<file path="src/rtl/excitation_detector.sv">
// excitation_detector
// Qualifies the asynchronous envelope-comparator output, skips the packet
// preamble, then opens a bounded trigger window for the square-wave shift
// generator. The window ends on timeout or carrier dropout, and a hold-off
// period follows before the detector re-arms.
module excitation_detector #(
  parameter int CW             = 16,
  parameter int MIN_HIGH       = 32,
  parameter int DELAY_CYCLES   = 1024,
  parameter int ACTIVE_CYCLES  = 20480,
  parameter int DROP_CYCLES    = 64,
  parameter int HOLDOFF_CYCLES = 4096
) (
  input  logic clock,
  input  logic reset,
  input  logic enable,
  input  logic env_in,
  output logic trigger_signal,
  output logic done_pulse,
  output logic drop_flag,
  output logic busy
);

  typedef enum logic [2:0] {
    ST_IDLE    = 3'd0,
    ST_QUALIFY = 3'd1,
    ST_DELAY   = 3'd2,
    ST_ACTIVE  = 3'd3,
    ST_HOLDOFF = 3'd4
  } state_t;

  // Terminal counts, sized to the counter width.
  localparam logic [CW-1:0] L_QUAL_LAST = CW'(MIN_HIGH - 1);
  localparam logic [CW-1:0] L_DLY_LAST  = CW'(DELAY_CYCLES - 1);
  localparam logic [CW-1:0] L_ACT_LAST  = CW'(ACTIVE_CYCLES - 1);
  localparam logic [CW-1:0] L_DROP_LAST = CW'(DROP_CYCLES - 1);
  localparam logic [CW-1:0] L_HOLD_LAST = CW'(HOLDOFF_CYCLES - 1);
  localparam logic [CW-1:0] L_ZERO      = '0;
  localparam logic [CW-1:0] L_ONE       = CW'(1);

  state_t        r_state;
  state_t        w_next_state;
  logic [CW-1:0] r_cnt;
  logic [CW-1:0] w_next_cnt;
  logic [CW-1:0] r_low_cnt;
  logic [CW-1:0] w_next_low_cnt;
  logic          r_sync1;
  logic          r_sync2;
  logic          r_trigger;
  logic          r_done;
  logic          r_drop;
  logic          r_busy;
  logic          w_done_next;
  logic          w_drop_next;
  logic          w_env_s;
  logic          w_dropout;
  logic          w_timeout;

  assign w_env_s   = r_sync2;
  assign w_dropout = (w_env_s == 1'b0) && (r_low_cnt == L_DROP_LAST);
  assign w_timeout = (r_cnt == L_ACT_LAST);

  // Two-flop synchronizer bringing the comparator output into the clock domain.
  always_ff @(posedge clock or negedge reset) begin
    if (!reset) begin
      r_sync1 <= 1'b0;
      r_sync2 <= 1'b0;
    end else begin
      r_sync1 <= env_in;
      r_sync2 <= r_sync1;
    end
  end

  // Next-state, counter and window-end decode.
  always_comb begin
    w_next_state   = r_state;
    w_next_cnt     = r_cnt;
    w_next_low_cnt = r_low_cnt;
    w_done_next    = 1'b0;
    w_drop_next    = r_drop;
    if (!enable) begin
      w_next_state   = ST_IDLE;
      w_next_cnt     = L_ZERO;
      w_next_low_cnt = L_ZERO;
    end else begin
      case (r_state)
        ST_IDLE: begin
          if (w_env_s) begin
            w_next_state = ST_QUALIFY;
            w_next_cnt   = L_ONE;
          end else begin
            w_next_cnt   = L_ZERO;
          end
        end
        ST_QUALIFY: begin
          if (!w_env_s) begin
            w_next_state = ST_IDLE;
            w_next_cnt   = L_ZERO;
          end else if (r_cnt == L_QUAL_LAST) begin
            w_next_state = ST_DELAY;
            w_next_cnt   = L_ZERO;
          end else begin
            w_next_cnt   = r_cnt + L_ONE;
          end
        end
        ST_DELAY: begin
          if (!w_env_s) begin
            w_next_state = ST_IDLE;
            w_next_cnt   = L_ZERO;
          end else if (r_cnt == L_DLY_LAST) begin
            w_next_state   = ST_ACTIVE;
            w_next_cnt     = L_ZERO;
            w_next_low_cnt = L_ZERO;
          end else begin
            w_next_cnt     = r_cnt + L_ONE;
          end
        end
        ST_ACTIVE: begin
          // Dropout takes priority over timeout when both land together.
          if (w_dropout) begin
            w_next_state   = ST_HOLDOFF;
            w_next_cnt     = L_ZERO;
            w_next_low_cnt = L_ZERO;
            w_done_next    = 1'b1;
            w_drop_next    = 1'b1;
          end else if (w_timeout) begin
            w_next_state   = ST_HOLDOFF;
            w_next_cnt     = L_ZERO;
            w_next_low_cnt = L_ZERO;
            w_done_next    = 1'b1;
            w_drop_next    = 1'b0;
          end else begin
            w_next_cnt     = r_cnt + L_ONE;
            w_next_low_cnt = w_env_s ? L_ZERO : (r_low_cnt + L_ONE);
          end
        end
        ST_HOLDOFF: begin
          if (r_cnt == L_HOLD_LAST) begin
            w_next_state = ST_IDLE;
            w_next_cnt   = L_ZERO;
          end else begin
            w_next_cnt   = r_cnt + L_ONE;
          end
        end
        default: begin
          w_next_state   = ST_IDLE;
          w_next_cnt     = L_ZERO;
          w_next_low_cnt = L_ZERO;
        end
      endcase
    end
  end

  // State, counters and outputs; outputs are decoded from the next state so
  // they line up with the state register in the same cycle.
  always_ff @(posedge clock or negedge reset) begin
    if (!reset) begin
      r_state   <= ST_IDLE;
      r_cnt     <= L_ZERO;
      r_low_cnt <= L_ZERO;
      r_trigger <= 1'b0;
      r_done    <= 1'b0;
      r_drop    <= 1'b0;
      r_busy    <= 1'b0;
    end else begin
      r_state   <= w_next_state;
      r_cnt     <= w_next_cnt;
      r_low_cnt <= w_next_low_cnt;
      r_trigger <= (w_next_state == ST_ACTIVE);
      r_done    <= w_done_next;
      r_drop    <= w_drop_next;
      r_busy    <= (w_next_state != ST_IDLE);
    end
  end

  assign trigger_signal = r_trigger;
  assign done_pulse     = r_done;
  assign drop_flag      = r_drop;
  assign busy           = r_busy;

endmodule
</file>
<file path="config.mk">
export PLATFORM = sky130hd
export DESIGN_NAME = excitation_detector
export DESIGN_NICKNAME = d
export VERILOG_FILES = /design/src/rtl/excitation_detector.sv
export SDC_FILE = /design/constraint.sdc
export NUM_CORES = 1
export LEC_CHECK = 0
export BUFFER_PORTS_ARGS = -buffer_cell sky130_fd_sc_hd__buf_2
export CAP_MARGIN = 20
export CORE_MARGIN = 1
export CORE_UTILIZATION = 30
export CTS_BUF_LIST = sky130_fd_sc_hd__clkbuf_4
export CTS_CLUSTER_SIZE = 30
export DETAILED_ROUTE_END_ITERATION = 16
export HOLD_SLACK_MARGIN = 0.08
export PLACE_DENSITY = 0.51
export REMOVE_ABC_BUFFERS = 1
export SYNTH_ARGS = -nofsm -noshare
export SYNTH_HDL_FRONTEND = slang
export SYNTH_SLANG_ARGS = --single-unit
</file>
<file path="constraint.sdc">
create_clock -name clock -period 3.4 [get_ports clock]
set_input_delay 0.34 -clock clock [delete_from_list [all_inputs] [get_ports clock]]
set_output_delay 0.34 -clock clock [all_outputs]
set_load 0.1 [all_outputs]
</file>
; ---- Yosys cells after proc, flatten, opt, wreduce, memory -nomap -nowiden
; Index checks and enable logic that the tools add are counted.
; Widths: inputs -> output; s select.
[classes]
n_addsub = 2
multipliers = 0
div_mod_pow = 0
magnitude_cmp = 0
n_eq_ne = 13
shifts = 0
muxes = 33
bitwise_logic = 1
reduce_logical = 7
[op_table]
columns = operator, count
row1 = $mux 16, 14
row2 = $pmux 16 s5, 1
row3 = $pmux 16 s3, 1
row4 = $add 16x1->16 const B, 2
row5 = $mux 3, 9
row6 = $eq 16x10->1 const B, 1
row7 = $eq 16x12->1 const B, 1
row8 = $eq 16x15->1 const B, 1
row9 = $eq 16x5->1 const B, 1
row10 = $eq 16x6->1 const B, 1
row11 = $pmux 3 s5, 1
row12 = $eq 3x2->1 const B, 3
row13 = $mux 1, 7
row14 = $ne 3x3->1 const B, 2
row15 = $reduce_and 3->1, 2
row16 = $eq 3x1->1 const B, 1
row17 = $eq 3x3->1 const B, 1
row18 = $logic_not 3->1, 1
row19 = $reduce_bool 3->1, 1
row20 = $reduce_or 3->1, 1
row21 = $ne 2x2->1 const B, 1
row22 = $reduce_bool 2->1, 1
row23 = $logic_and 1x1->1, 1
row24 = $not 1->1, 1
[totals]
reg_bits = 41
latch_bits = 0
ram_bits = 0
mem_bits_ro = 0
in_bits = 4
output_inout_bits = 4
word_cells = 65
n_memories = 0

; ---- Logic depth before layout (Yosys ltp)
[depth]
depth_word = 6
mapped_depth = 8

; ---- Worst setup path after synthesis
; No wires, ideal clock.
[synth_path]
path_kind = register to register
start = register r_cnt[0]
end = register r_cnt[12]
t_arrival_ps = 2272
required_time_ps = 3281
slack_ps = 1009
path_stages_with_launch = 8
n_path_buf = 1
period_less_slack_ps = 2391
cell_sequence = dfrtp_1 > ha_1 > nand4_1 > or4_2 > o211a_1 > o31ai_4 > buf_6 > nor2_1
[synth_between]
elab_chain_cells = 5
elab_cells_between_ends = 14
classes_between = add/sub (1) / eq/ne (4) / mux (9)
[synth_lines]
columns = item, line
row1 = start: declaration, 43  ; logic [CW-1:0] r_cnt;
row2 = start signal: assignment, 167  ; r_cnt <= w_next_cnt;
row3 = $add 16x1->16 (tied with other cells), --
row4 = "$mux 16, on equally long branches", "126, 110, 99"
row5 = "$mux 16, on equally long branches", "120, 107, 96"
row6 = $pmux 16 s5 *, 86  ; case (r_state)
row7 = $mux 16 *, 81  ; if (!enable) begin
row8 = via w_next_cnt[12], 44  ; logic [CW-1:0] w_next_cnt;
; Mark *: on every way through the listed nets, which the timed path passes. The rest lies on a longest branch.
; A chain may end at the register's enable or synchronous reset.

; ---- Final worst setup path
[layout_path]
start = register r_cnt[12]
end = register r_cnt[14]
; The elaborated chain is that of the path after synthesis.

==> metrics.cfg <==
[status]
run_status = finished, final reports clean

[routing]
vias_per_cell = 5.12
drt_iter0_drc = 98
detail_route.first_pass.iterations = 4
detail_route.wirelength_mm = 4.56
ant_nets = 0
drt_drc_violations_left = 0
route.detailed.wl_per_inst_microns = 13.1
via_count = 1782

[clock_tree]
cts_buffer_depth = 2
cts_inserted_buffers = 5
cts.repair_timing.setup_buffer_count = 0
cts_tree = yes
worst_skew_pair.late_latency_ns = 0.35
cts_root_buffer = clkbuf_4
path_clk_slew_ns = 0.12
cts-htree-levels = 2
cts_sinks = 41

[placed_design]
i_o_buffers = 7
placed_cell_area_sq_mm = 0.00240
detailed_place_hpwl_mm = 3.21
place.gp.congestion = 0.782

[final_layout]
drive_above_1_share_pct = 12.9
fin_area_sq_mm = 0.00245
flow.area_growth_from_synthesis_pct = 8.76
fin_util_pct = 33.8
final.fill_count = 764
finish.net_count = 256
n_antenna_cell = 0
leading_cell_type_in_the_layout_fill_and_taps_excluded = dfrtp_1
mostFrequentLayoutCells = dfrtp_1, nor2_1, nand2_1

[setup_path]
cp.required_ns = 3.64
critical_path.startpoint = r_cnt[12]
start_kind = register
timing.setup.critical_path_class = register to register
worst_path_maximum_fanout = 8
critical-path-max-stage-delay_ns = 0.73
cp-end-kind = register
cell_depth_of_the_worst_flop_to_flop_path = 6
worst_r2r_startpoint = r_cnt[12]
cp_cell_sequence = or4_2 > nor4_1 > o32ai_1 > o31ai_4 > buf_4 > nor2_1
critical_path_arrival_ns = 3.08
critical_path.slowest_cell = or4_2

[synth]
yosysUniqueCellTypes = 48
synth_adder_area_share_pct = 1.11
postSynthCellCount = 237
postSynth.asyncResetShare_pct = 100
portion_of_netlist_area_occupied_by_mux_cells_pct = 0
synth.cell_area_sq_mm = 0.00226
synth-compound-area-share_pct = 12.8
synth_top_family_by_area = simple AND/OR/NAND/NOR gates
ys_warn_count = 0
yosys-top-cells-area = dfrtp_1, xnor2_1, nor2_1, nand2_1, nand4_1
area_fraction_in_and_or_nand_and_nor_cells_after_synthesis_pct = 29.6
synth_largest_type_area_fraction_pct = 45.5
synthXorXnorAreaFrac_pct = 7.38
seq_area_frac_synth_pct = 45.5
yosys_most_used_dff = dfrtp_1
ys_ff_latch = 41
yosys.area.top_type = dfrtp_1
average_size_of_a_mapped_cell_sq_um = 9.52
number_of_enable_flip_flop_cells_after_synthesis = 0

[timing]
timing.final.crit_period_ns = 2.84
fin_setup_tns_ns = 0
max_freq_mhz = 352
clock-skew-final_ns = 0.0127
final-setup-viol-count = 0
tightestPinTransition_ns = 0.893
maxSlewViolCount = 0
hold_violations = 0
max-slew-margin-rel_pct = 40.5
rsz0062_at_grt = false
min_period_over_period_pct = 83.5
worst_hold_slack_ns = 0.0874

[flow_run]
timing.max_cap.violations = 0

[global_route]
antenna_violations_before_repair = 0
first_pass_grt_wire_length_mm = 7.89
grt_usage_pct = 12.9
grt_start_max_net_pins = 42
grt.overflow.total = 0
first_global_vias = 1652

[power_and_ir_drop]
max-vdd-ir-drop_v = 0.0000919
pwr_dens_mw_per_mm2 = 312
power.static_leakage_nw = 0.965

[floorplanning]
floorplan.core_area_sq_mm = 0.00725
floorplan.die_area_sq_mm = 0.00787
die_width_microns = 88.7
core.rowCount = 31
die_height_microns = 88.7
start_util_pct = 31.1
io-pin-count = 8

[min_path]
hold_class = input port to async pin

[through the flow]
stage                     power (mW)  worst slack, ns  std cells
after floorplan                0.530            0.929        230
after global placement         0.553            0.718        341
after detailed placement       0.553            0.573        341
after CTS                      0.781            0.564        347
after global routing           0.808            0.375        348
final                          0.765            0.560        348
[routing by layer]
layer	routed length, microns	track usage (%)	vias to the layer above
li1	-	-	891
met1	2330	17.6	859
met2	2030	20.3	27
met3	132	2.89	5
met4	72	4.25	0
met5	0	0	-
[cell usage after synthesis, drive strengths merged, types with 2 or more instances]
| master | instances |
|---|---|
| nand2 | 21 |
| nand4 | 12 |
| xor2 | 6 |
| o32ai | 2 |
| a31oi | 2 |
| or4 | 4 |
| nor2b | 4 |
| o21a | 2 |
| nor3b | 2 |
| nor4 | 7 |
| nor3 | 7 |
| xnor2 | 13 |
| nand3 | 12 |
| a32oi | 4 |
| o21ai | 12 |
| ha | 2 |
| and3 | 5 |
| or2 | 2 |
| or2b | 3 |
| o22ai | 3 |
| buf | 5 |
| inv | 8 |
| or3 | 3 |
| nor2 | 26 |
| o31ai | 4 |
| and2 | 8 |
| o311ai | 3 |
| clkbuf | 2 |
| dfrtp | 41 |
[state kept, by name (all words and copies together), names as in the netlist]
name / flops
busy: 1
done_pulse: 1
drop_flag: 1
r_cnt: 16
r_low_cnt: 16
r_state: 3
r_sync1: 1
r_sync2: 1
trigger_signal: 1
[critical path: cells and delay by family (launching register included)]
kind                   cells  cell delay (ns)
and+or+nand+nor            3             1.42
DFF                        1             0.43
buffers and inverters      1             0.23
AOI/OAI and AO/OA          2             0.65
[report_power, final]
part           switching [mW]  internal (mW)
Clock                   0.150         0.0719
Sequential            0.00386          0.491
Combinational          0.0333         0.0145
Total                   0.187          0.577
[worst paths after layout]
check,end,slack [ns]
setup / recovery,r_cnt[14],0.56
hold / removal,r_low_cnt[11],0.09
setup reg to reg,r_cnt[14],0.56
hold reg to reg,r_sync2,0.36
max in group asynchronous,r_state[2],2.72
min in group clock,done_pulse,0.29
[cells by family (layout without fill, tap and decap cells)]
logic type | count (synthesis) | after routing
DFF | 41 | 41
xor gates and xnor gates | 19 | 19
adders and majority gates | 2 | 2
and+or+nand+nor | 121 | 121
buffers and inverters | 15 | 27
AOI/OAI and AO/OA | 39 | 39
[final cells by class]
class / count / area (sq um) / share of cell area (%)
inverters: 8 / 30.0 / 1.22
clock inverters: 1 / 5.00 / 0.204
well taps: 99 / 124 / 5.05
clock buffers: 5 / 37.5 / 1.53
multi-input cells: 181 / 1150 / 46.8
flip-flops and latches: 41 / 1030 / 41.8
repair buffers: 13 / 82.6 / 3.37
[repair_timing]
action / 4_1_cts / 5_1_grt
hold buffers: 0 / 1
hold endpoints to repair: 0 / 1
gates resized for setup: 0 / 0
(Power assumes the default switching activity.)
